--- config.mk ---
export PLATFORM = sky130hd
export DESIGN_NAME = memory_access
export DESIGN_NICKNAME = d
export VERILOG_FILES = /design/src/rtl/memory_access.sv
export SDC_FILE = /design/constraint.sdc
export NUM_CORES = 1
export LEC_CHECK = 0
export CAP_MARGIN = 20
export CORE_MARGIN = 4
export CORE_UTILIZATION = 40
export DETAILED_ROUTE_END_ITERATION = 8
export PLACE_DENSITY_LB_ADDON = 0.25
export SLEW_MARGIN = 20
export SYNTH_ARGS = -nofsm -noshare
export SYNTH_HDL_FRONTEND = slang
export SYNTH_SLANG_ARGS = --single-unit
--- constraint.sdc ---
create_clock -name clk -period 3.1 [get_ports clk]
set_clock_uncertainty 0.15 [all_clocks]
set_input_delay 0.31 -clock clk [delete_from_list [all_inputs] [get_ports clk]]
set_output_delay 0.31 -clock clk [all_outputs]
set_load 0.01 [all_outputs]
--- src/rtl/memory_access.sv ---
// MEM stage: one outstanding data-memory access over req/ack, store lane encoding, load extension.
// Define MEM_TIMEOUT_EN to add an ack watchdog that drops the bundle with access_fault.
package memory_access_pkg;
    localparam int REGISTER_DESCRIPTOR_WIDTH = 5;
    typedef enum logic [3:0] {
        KIND_ALU, KIND_LB, KIND_LH, KIND_LW, KIND_LBU, KIND_LHU, KIND_SB, KIND_SH, KIND_SW
    } instr_kind_t;
endpackage

module memory_access
    import memory_access_pkg::*;
#(
    parameter int OPERAND_WIDTH  = 32,
    parameter int TIMEOUT_CYCLES = 256
) (
    input  logic                                 clk,
    input  logic                                 rst,
    input  logic                                 valid_input,
    input  logic                                 stall_input,
    input  instr_kind_t                          instr_kind_input,
    input  logic [OPERAND_WIDTH-1:0]             new_register_value,
    input  logic [OPERAND_WIDTH-1:0]             read_memory_address,
    input  logic [OPERAND_WIDTH-1:0]             write_memory_address,
    input  logic [OPERAND_WIDTH-1:0]             new_memory_value,
    input  logic [REGISTER_DESCRIPTOR_WIDTH-1:0] rd_addr_input,
    input  logic                                 write_register,
    input  logic                                 read_memory,
    input  logic                                 write_memory,
    output logic                                 stall_output,
    output logic                                 mem_req,
    output logic                                 mem_we,
    output logic [OPERAND_WIDTH-1:0]             mem_addr,
    output logic [3:0]                           mem_wstrb,
    output logic [OPERAND_WIDTH-1:0]             mem_wdata,
    input  logic                                 mem_ack,
    input  logic [OPERAND_WIDTH-1:0]             mem_rdata,
    output logic                                 valid_output,
    output logic [REGISTER_DESCRIPTOR_WIDTH-1:0] rd_addr_output,
    output logic                                 write_register_output,
    output logic [OPERAND_WIDTH-1:0]             register_value_output,
    output logic                                 misaligned,
    output logic                                 access_fault
);
    if (OPERAND_WIDTH != 32 || TIMEOUT_CYCLES < 1) begin : g_bad_cfg
        $error("memory_access: OPERAND_WIDTH must be 32 and TIMEOUT_CYCLES >= 1");
    end

    typedef enum logic {S_IDLE, S_WAIT_ACK} state_t;

    function automatic logic [2:0] kind_bytes(input instr_kind_t k);
        case (k)
            KIND_LB, KIND_LBU, KIND_SB: return 3'd1;
            KIND_LH, KIND_LHU, KIND_SH: return 3'd2;
            default:                    return 3'd4;
        endcase
    endfunction

    state_t                               state_q, state_d;
    logic                                 mem_req_q, mem_req_d, mem_we_q, mem_we_d;
    logic [OPERAND_WIDTH-1:0]             mem_addr_q, mem_addr_d, mem_wdata_q, mem_wdata_d;
    logic [3:0]                           mem_wstrb_q, mem_wstrb_d;
    instr_kind_t                          kind_q, kind_d;
    logic [1:0]                           off_q, off_d;
    logic [REGISTER_DESCRIPTOR_WIDTH-1:0] rd_q, rd_d, out_rd_q, out_rd_d;
    logic                                 valid_q, valid_d, out_wr_q, out_wr_d;
    logic [OPERAND_WIDTH-1:0]             out_val_q, out_val_d;
    logic                                 mis_q, mis_d, fault_q, fault_d;

    logic                     is_mem, out_free, acc_mis, timeout;
    logic [OPERAND_WIDTH-1:0] acc_addr, st_data, lane_word, load_val;
    logic [1:0]               acc_off;
    logic [2:0]               acc_bytes;
    logic [3:0]               st_strb;

    assign is_mem    = read_memory | write_memory;
    assign acc_addr  = write_memory ? write_memory_address : read_memory_address;
    assign acc_off   = acc_addr[1:0];
    assign acc_bytes = kind_bytes(instr_kind_input);
    assign acc_mis   = (acc_bytes == 3'd2 && acc_off[0]) || (acc_bytes == 3'd4 && acc_off != 2'd0);
    assign out_free  = !valid_q || !stall_input;

`ifdef MEM_TIMEOUT_EN
    logic [31:0] cnt_q, cnt_d;
    assign timeout = (state_q == S_WAIT_ACK) && !mem_ack && (cnt_q == 32'(TIMEOUT_CYCLES - 1));
`else
    assign timeout = 1'b0;
`endif

    always_comb begin
        st_strb = 4'b1111;
        st_data = new_memory_value;
        case (acc_bytes)
            3'd1: begin
                st_strb = 4'b0001 << acc_off;
                st_data = {4{new_memory_value[7:0]}};
            end
            3'd2: begin
                st_strb = 4'b0011 << acc_off;
                st_data = {2{new_memory_value[15:0]}};
            end
            default: ;
        endcase
    end

    always_comb begin
        lane_word = mem_rdata >> {off_q, 3'b000};
        case (kind_q)
            KIND_LB:  load_val = {{(OPERAND_WIDTH-8){lane_word[7]}}, lane_word[7:0]};
            KIND_LBU: load_val = {{(OPERAND_WIDTH-8){1'b0}}, lane_word[7:0]};
            KIND_LH:  load_val = {{(OPERAND_WIDTH-16){lane_word[15]}}, lane_word[15:0]};
            KIND_LHU: load_val = {{(OPERAND_WIDTH-16){1'b0}}, lane_word[15:0]};
            default:  load_val = lane_word;
        endcase
    end

    always_comb begin
        state_d     = state_q;
        mem_req_d   = mem_req_q;
        mem_we_d    = mem_we_q;
        mem_addr_d  = mem_addr_q;
        mem_wstrb_d = mem_wstrb_q;
        mem_wdata_d = mem_wdata_q;
        kind_d      = kind_q;
        off_d       = off_q;
        rd_d        = rd_q;
        valid_d     = out_free ? 1'b0 : valid_q;
        out_rd_d    = out_rd_q;
        out_wr_d    = out_wr_q;
        out_val_d   = out_val_q;
        mis_d       = mis_q;
        fault_d     = fault_q;
`ifdef MEM_TIMEOUT_EN
        cnt_d       = cnt_q;
`endif
        case (state_q)
            S_IDLE: begin
                if (valid_input && out_free) begin
                    if (!is_mem || acc_mis) begin
                        valid_d   = 1'b1;
                        out_rd_d  = rd_addr_input;
                        out_wr_d  = !is_mem && write_register;
                        out_val_d = is_mem ? '0 : new_register_value;
                        mis_d     = is_mem;
                        fault_d   = 1'b0;
                    end else begin
                        state_d     = S_WAIT_ACK;
                        mem_req_d   = 1'b1;
                        mem_we_d    = write_memory;
                        mem_addr_d  = {acc_addr[OPERAND_WIDTH-1:2], 2'b00};
                        mem_wstrb_d = write_memory ? st_strb : 4'b0000;
                        mem_wdata_d = write_memory ? st_data : '0;
                        kind_d      = instr_kind_input;
                        off_d       = acc_off;
                        rd_d        = rd_addr_input;
`ifdef MEM_TIMEOUT_EN
                        cnt_d       = '0;
`endif
                    end
                end
            end
            S_WAIT_ACK: begin
                // The output register was drained on entry and nothing else loads it, so it is free here.
                if (mem_ack || timeout) begin
                    state_d     = S_IDLE;
                    mem_req_d   = 1'b0;
                    mem_we_d    = 1'b0;
                    mem_addr_d  = '0;
                    mem_wstrb_d = 4'b0000;
                    mem_wdata_d = '0;
                    valid_d     = 1'b1;
                    out_rd_d    = rd_q;
                    out_wr_d    = mem_ack && !mem_we_q;
                    out_val_d   = (mem_ack && !mem_we_q) ? load_val : '0;
                    mis_d       = 1'b0;
                    fault_d     = !mem_ack;
                end else begin
`ifdef MEM_TIMEOUT_EN
                    cnt_d = cnt_q + 32'd1;
`endif
                end
            end
            default: state_d = S_IDLE;
        endcase
    end

    always_ff @(posedge clk or negedge rst) begin
        if (!rst) begin
            state_q     <= S_IDLE;
            mem_req_q   <= 1'b0;
            mem_we_q    <= 1'b0;
            mem_addr_q  <= '0;
            mem_wstrb_q <= '0;
            mem_wdata_q <= '0;
            kind_q      <= KIND_ALU;
            off_q       <= '0;
            rd_q        <= '0;
            valid_q     <= 1'b0;
            out_rd_q    <= '0;
            out_wr_q    <= 1'b0;
            out_val_q   <= '0;
            mis_q       <= 1'b0;
            fault_q     <= 1'b0;
`ifdef MEM_TIMEOUT_EN
            cnt_q       <= '0;
`endif
        end else begin
            state_q     <= state_d;
            mem_req_q   <= mem_req_d;
            mem_we_q    <= mem_we_d;
            mem_addr_q  <= mem_addr_d;
            mem_wstrb_q <= mem_wstrb_d;
            mem_wdata_q <= mem_wdata_d;
            kind_q      <= kind_d;
            off_q       <= off_d;
            rd_q        <= rd_d;
            valid_q     <= valid_d;
            out_rd_q    <= out_rd_d;
            out_wr_q    <= out_wr_d;
            out_val_q   <= out_val_d;
            mis_q       <= mis_d;
            fault_q     <= fault_d;
`ifdef MEM_TIMEOUT_EN
            cnt_q       <= cnt_d;
`endif
        end
    end

    assign stall_output          = (state_q == S_WAIT_ACK) || (valid_q && stall_input);
    assign mem_req               = mem_req_q;
    assign mem_we                = mem_we_q;
    assign mem_addr              = mem_addr_q;
    assign mem_wstrb             = mem_wstrb_q;
    assign mem_wdata             = mem_wdata_q;
    assign valid_output          = valid_q;
    assign rd_addr_output        = out_rd_q;
    assign write_register_output = out_wr_q;
    assign register_value_output = out_val_q;
    assign misaligned            = mis_q;
    assign access_fault          = fault_q;
endmodule

==> results of run 1 <==
-- cell type report --
type	count	area [µm²]
clock buffers	25	505.5
clock inverters	6	111.4
fillers	1307	5214
inverters	7	26.28
multi-input cells	465	3080
flip-flops and latches	121	3028
well taps	211	264.0
repair buffers	308	3085
-- through the flow --
stage	hold slack [ns]	utilization	std cells	instance area [µm²]	power (mW)
floorplan	-0.1356	-	641	6311	3.697
global placement	0.2783	0.6186	1111	9474	5.218
detailed placement	0.2776	0.6186	1111	9474	5.258
CTS	0.2351	0.6596	1143	10100	7.353
global route	0.2774	0.6596	1143	10100	7.702
finish	0.2487	0.6596	1143	10100	7.294
-- per-layer routing --
metal	track usage	share of wire	wire length (µm)	vias to the layer above
li1	-	-	-	2847
met1	0.2932	0.42	8812	2873
met2	0.3787	0.47	9984	256
met3	0.08535	0.089	1883	43
met4	0.08800	0.025	522	0
met5	0	0	0	-
-- cell families (layout without fill, tap and decap cells) --
family / count (synthesis) / in the layout / synth area share
adders and majority gates: 3 / 3 / 0.005952
muxes: 96 / 96 / 0.1627
xor gates and xnor gates: 1 / 1 / 0.001389
AOI/OAI and AO/OA: 176 / 176 / 0.1829
other: 1 / 2 / 0.0005945
and+or+nand+nor: 187 / 187 / 0.1291
buffers and inverters: 55 / 346 / 0.03729
DFF: 121 / 121 / 0.4801
-- cells in the final DEF (no fill, tap or decap), drive strengths merged, types with 8 or more instances in the layout --
cell type	instances
a32o	15
buf	23
nor3b	9
nor2	32
nor2b	10
clkdlybuf4s50	284
mux2i	53
o21ai	88
clkbuf	25
dfrtp	121
nand2	115
nand3	8
a22o	11
o31ai	10
a211o	8
mux2	42
a21oi	20
-- worst reg2reg max path: stages, from the launching register on --
cell	delay, ns
dfrtp_1	0.47
o21ai_1	0.18
or3b_1	0.55
a311o_4	0.45
a32o_1	0.26
mux2_2	0.26
-- registers in the layout, summed over array words and instances, names as in the netlist, 2 cells and up --
| register | flops |
|---|---|
| kind_q | 4 |
| mem_addr | 30 |
| mem_wdata | 32 |
| mem_wstrb | 4 |
| off_q | 2 |
| rd_addr_output | 5 |
| rd_q | 5 |
| register_value_output | 32 |
-- timing repair --
action                    4_1_cts  5_1_grt
buffers inserted                0        0
hold endpoints to repair       56        0
resized for setup               0        0
hold buffers                    1        0
-- power by group --
group	switching, mW	leakage, nW	internal [mW]
combinational	1.37	2.49	1.52
clock	0.699	0.300	1.37
sequential	0.297	1.59	2.04
-- worst paths after layout --
check,start,endpoint,cells after the start
worst max-delay path,instr_kind_input[2],register_value_output[27]$_DFFE_PN0P_,10
worst min-delay path,write_memory,write_register_output$_DFFE_PN0P_,4
worst max register to register,kind_q[0]$_DFFE_PN0P_,register_value_output[27]$_DFFE_PN0P_,5
worst min register to register,mem_wdata[28]$_DFFE_PN0P_,mem_wdata[28]$_DFFE_PN0P_,2
max in group asynchronous,rst,mem_we$_DFFE_PN0P_,3
min in group asynchronous,rst,register_value_output[8]$_DFFE_PN0P_,2
==> flow_summary.yaml, run 1 <==
status:
  status: "complete, no violations"
cells_and_area:
  area_delta_synth_final_pct: 60.15
  finalNetCount: 1100
  layout-drive-gt1-share: 0.09335
  antenna_cells: 0
critical_path:
  critPathLaunchType: "primary input"
  slowest_stage: "clkdlybuf4s50_1"
  end_kind: "flop"
  r2r_slack_ns: 0.66
  cp_num_buf_inv: 2
  crit_type: "primary input to flop"
  crit_family: "simple AND/OR/NAND/NOR gates"
  cp.required_ns: 3.25
  cp_max_fo: 17
  worst_path_largest_cell_delay_ns: 0.47
  critPathArrivalTime_ns: 2.68
  path_cells: "clkdlybuf4s50_1 > nor2_1 > mux2i_1 > or2_2 > ha_1 > o311ai_1 > a21oi_1 > nor2_4 > buf_12 > mux2_2"
pwr:
  p_leak_nw: 4.379
  powerDensity_nw_per_um2: 722.1
  irDropWorstVdd_mv: 0.4280
global_routing:
  grt_pass1_wl_mm: 33.13
  track_usage: 0.2361
  antenna_found_initial: 0
  grt_start_max_net_pins: 81
  grt_pass1_vias: 6107
  overflow: 0
die:
  ios: 289
  placementRows: 45
  die_height_um: 133.6
  die_x_um: 133.6
  initial_core_util: 0.4118
  dieArea_um2: 17840
  core_area_um2: 15310
job:
  drv_cap: 0
timing:
  hold_viol_final: 0
  post-route-min-period_ns: 2.532
  fin_crit_sh: 0.8169
  finalSetupTns_ns: 0
  timing.final.ws_setup_ns: 0.5677
  setup_viol: 0
  timing.fmax_mhz: 394.9
  finalMaxSlewViolations: 0
  tightest_slew_ns: 0.7757
  rsz0062_at_grt: "no"
  relSlewSlack: 0.4828
drt:
  vias: 6019
  dr.pass1.iters: 5
  drc_errors: 0
  via_per_inst: 5.266
  drtAntennaViolNets: 0
  wl_per_cell_um: 18.55
  wl_mm: 21.20
  drt_iter0_markers: 279
synth:
  synth-edff-count: 0
  syn_avg_cell_area_um2: 9.855
  ys_top_cells_by_count: "121 x dfrtp_1, 115 x nand2_1, 64 x o21ai_1, 53 x mux2i_1, 34 x clkbuf_1"
  synth.cell_area_um2: 6307
  synthFlopType: "dfrtp_1"
  yosys.area.top_type: "dfrtp_1"
  syn_inst: 640
  yosys-top-cells-area: "dfrtp_1 48%, mux2i_1 8.4%, nand2_1 6.8%, o21ai_1 5.1%, mux2_2 4.5%"
  ys_seq_area_frac: 0.4801
  async_flop_share: 1.000
  synth-warning-count: 0
  synthDistinctLibCells: 48
  synth_top_area_frac: 0.4801
  ys_seq_elements: 121
  synth_most_common_cell: "dfrtp_1"
placement:
  dpl.hpwl_mm: 15.75
  dp_slack_ns: 0.1369
  gp_congestion: 0.8623
  io_buffer_count: 286
worst_hold_path:
  hold_path.class: "primary input to flop"
clocking:
  root_buffer: "clkbuf_16"
  tritoncts: "yes"
  clk_latency_ns: 0.42
  cts_made_buffers: 17
  clock_path_buffers: 2
  htree_levels: 4
  cts.reportedPaths.clkPinSlew_ns: 0.06
  clock-sinks: 121
Power figures use the tool's default switching activity.
==> inputs of run 2 (changes only) <==
clock period = 2.6 ns   (was 3.1 ns; I/O delays follow)
==> flow_summary.yaml, run 2 (synthesized netlist as in run 1, its figures left out) <==
status:
  status: "complete, no violations"
pwr:
  irDropWorstVdd_mv: 0.5085
  powerDensity_nw_per_um2: 854.7
  p_leak_nw: 4.501
cells_and_area:
  layout-drive-gt1-share: 0.1134
  multi_input_area_um2: 3080
  antenna_cells: 0
  finalNetCount: 1119
  layout_common_cells: "284 x clkdlybuf4s50_1, 121 x dfrtp_1, 115 x nand2_1, 64 x o21ai_1, 53 x mux2i_1"
  area_delta_synth_final_pct: 63.58
  layout_commonest_cell: "clkdlybuf4s50_1"
  fin_util: 0.6737
  n_fill_cell: 1253
  register_area_um2: 3028
global_routing:
  overflow: 0
  antenna_found_initial: 0
  grt_start_max_net_pins: 122
  track_usage: 0.2371
  grt_pass1_wl_mm: 33.13
  grt_pass1_vias: 6147
placement:
  dp_slack_ns: -0.1532
  dpl.hpwl_mm: 16.05
  gp_congestion: 0.8570
  io_buffer_count: 286
clocking:
  clk_latency_ns: 0.41
  cts_made_buffers: 17
  root_buffer: "clkbuf_16"
  cts.reportedPaths.clkPinSlew_ns: 0.06
  cts_setup_buffers: 0
  clock-sinks: 121
  htree_levels: 4
  tritoncts: "yes"
  clock_path_buffers: 2
timing:
  tightest_slew_ns: 0.9685
  rsz0062_at_grt: "no"
  fin_crit_sh: 0.9108
  post-route-min-period_ns: 2.368
  hold_viol_final: 0
  finalMaxSlewViolations: 0
  timing.fmax_mhz: 422.3
  relSlewSlack: 0.3529
  finalSetupTns_ns: 0
  setup_viol: 0
  timing.final.ws_setup_ns: 0.2318
worst_hold_path:
  min_path_cells: 4
  hold_path.class: "primary input to flop"
die:
  die_height_um: 133.6
  dieArea_um2: 17840
  placementRows: 45
  die_x_um: 133.6
  core_area_um2: 15310
  ios: 289
  initial_core_util: 0.4118
critical_path:
  crit_family: "multiplexers"
  reg2reg_depth: 5
  critPathLaunchType: "flop"
  cp.depth: 5
  cp_max_fo: 8
  critPathArrivalTime_ns: 2.51
  worst_path_largest_cell_delay_ns: 0.53
  cp_num_buf_inv: 0
  slowest_stage: "mux4_2"
  cp.required_ns: 2.74
  end_kind: "flop"
  crit_type: "flop to flop"
  path_cells: "mux4_2 > and4b_1 > a311o_4 > a32o_1 > mux2_2"
job:
  drv_cap: 0
drt:
  drt_iter0_markers: 300
  top_layer: "met4"
  drc_errors: 0
  met1_length_mm: 8.585
  dr.pass1.iters: 5
  via_per_inst: 5.203
  vias: 6051
  wl_per_cell_um: 18.25
  wl_mm: 21.22
  drtAntennaViolNets: 0
  dr_wl_met3_mm: 1.883
  route.met2.wl_mm: 10.31
==> run 2: layer usage <==
metal | track usage | vias up
li1 | - | 2895
met1 | 0.2930 | 2857
met2 | 0.3914 | 268
met3 | 0.08195 | 31
met4 | 0.07543 | 0
met5 | 0 | -
==> run 2: final timing paths <==
check / end / slack, ns / start
max: register_value_output[27]$_DFFE_PN0P_ / 0.23 / off_q[1]$_DFFE_PN0P_
min: write_register_output$_DFFE_PN0P_ / 0.17 / write_memory
max reg2reg: register_value_output[27]$_DFFE_PN0P_ / 0.23 / off_q[1]$_DFFE_PN0P_
min reg2reg: mem_wdata[28]$_DFFE_PN0P_ / 0.32 / mem_wdata[28]$_DFFE_PN0P_
max in group asynchronous: register_value_output[2]$_DFFE_PN0P_ / 1.44 / rst
min in group asynchronous: register_value_output[11]$_DFFE_PN0P_ / 0.31 / rst
==> run 2: through the flow <==
stage	instance area [µm²]	power [mW]	hold WS [ns]	cells
after floorplan	6311	4.408	-0.1856	641
after global placement	9679	6.303	0.2688	1130
after detailed placement	9679	6.354	0.2598	1130
after CTS	10320	8.900	0.1581	1163
after global routing	10320	9.307	0.1860	1163
final	10320	8.819	0.1736	1163
==> run 2: area by class of cell <==
cell class,instances,area share
inverters,7,0.002547
well taps,211,0.02559
clock inverters,11,0.01625
clock buffers,21,0.04463
multi-input cells,465,0.2986
repair buffers,327,0.3189
flip-flops and latches,121,0.2935
==> run 2: tightest hold or removal path: stages <==
cell and delay (ns):
buf_2 0.16, nor2_1 0.09, nand4_1 0.10, nand3_1 0.07
==> run 2: power by group <==
group	switching, mW	leakage [nW]	total [mW]	internal, mW
combinational	1.65	2.61	3.53	1.88
clock	0.850	0.304	2.51	1.66
sequential	0.342	1.59	2.78	2.44
total	2.84	4.50	8.82	5.97
==> run 2: what timing repair did <==
| item | 4_1_cts | 5_1_grt |
|---|---|---|
| hold endpoints to repair | 121 | 0 |
| resized for setup | 0 | 0 |
| setup endpoints to repair | 0 | 0 |
| hold buffers | 1 | 0 |
==> inputs of run 3 (changes only) <==
HOLD_SLACK_MARGIN = 0.08   (was not set)
==> results of run 3 <==
The final DEF is identical to that of run 2; final timing and power are the same.
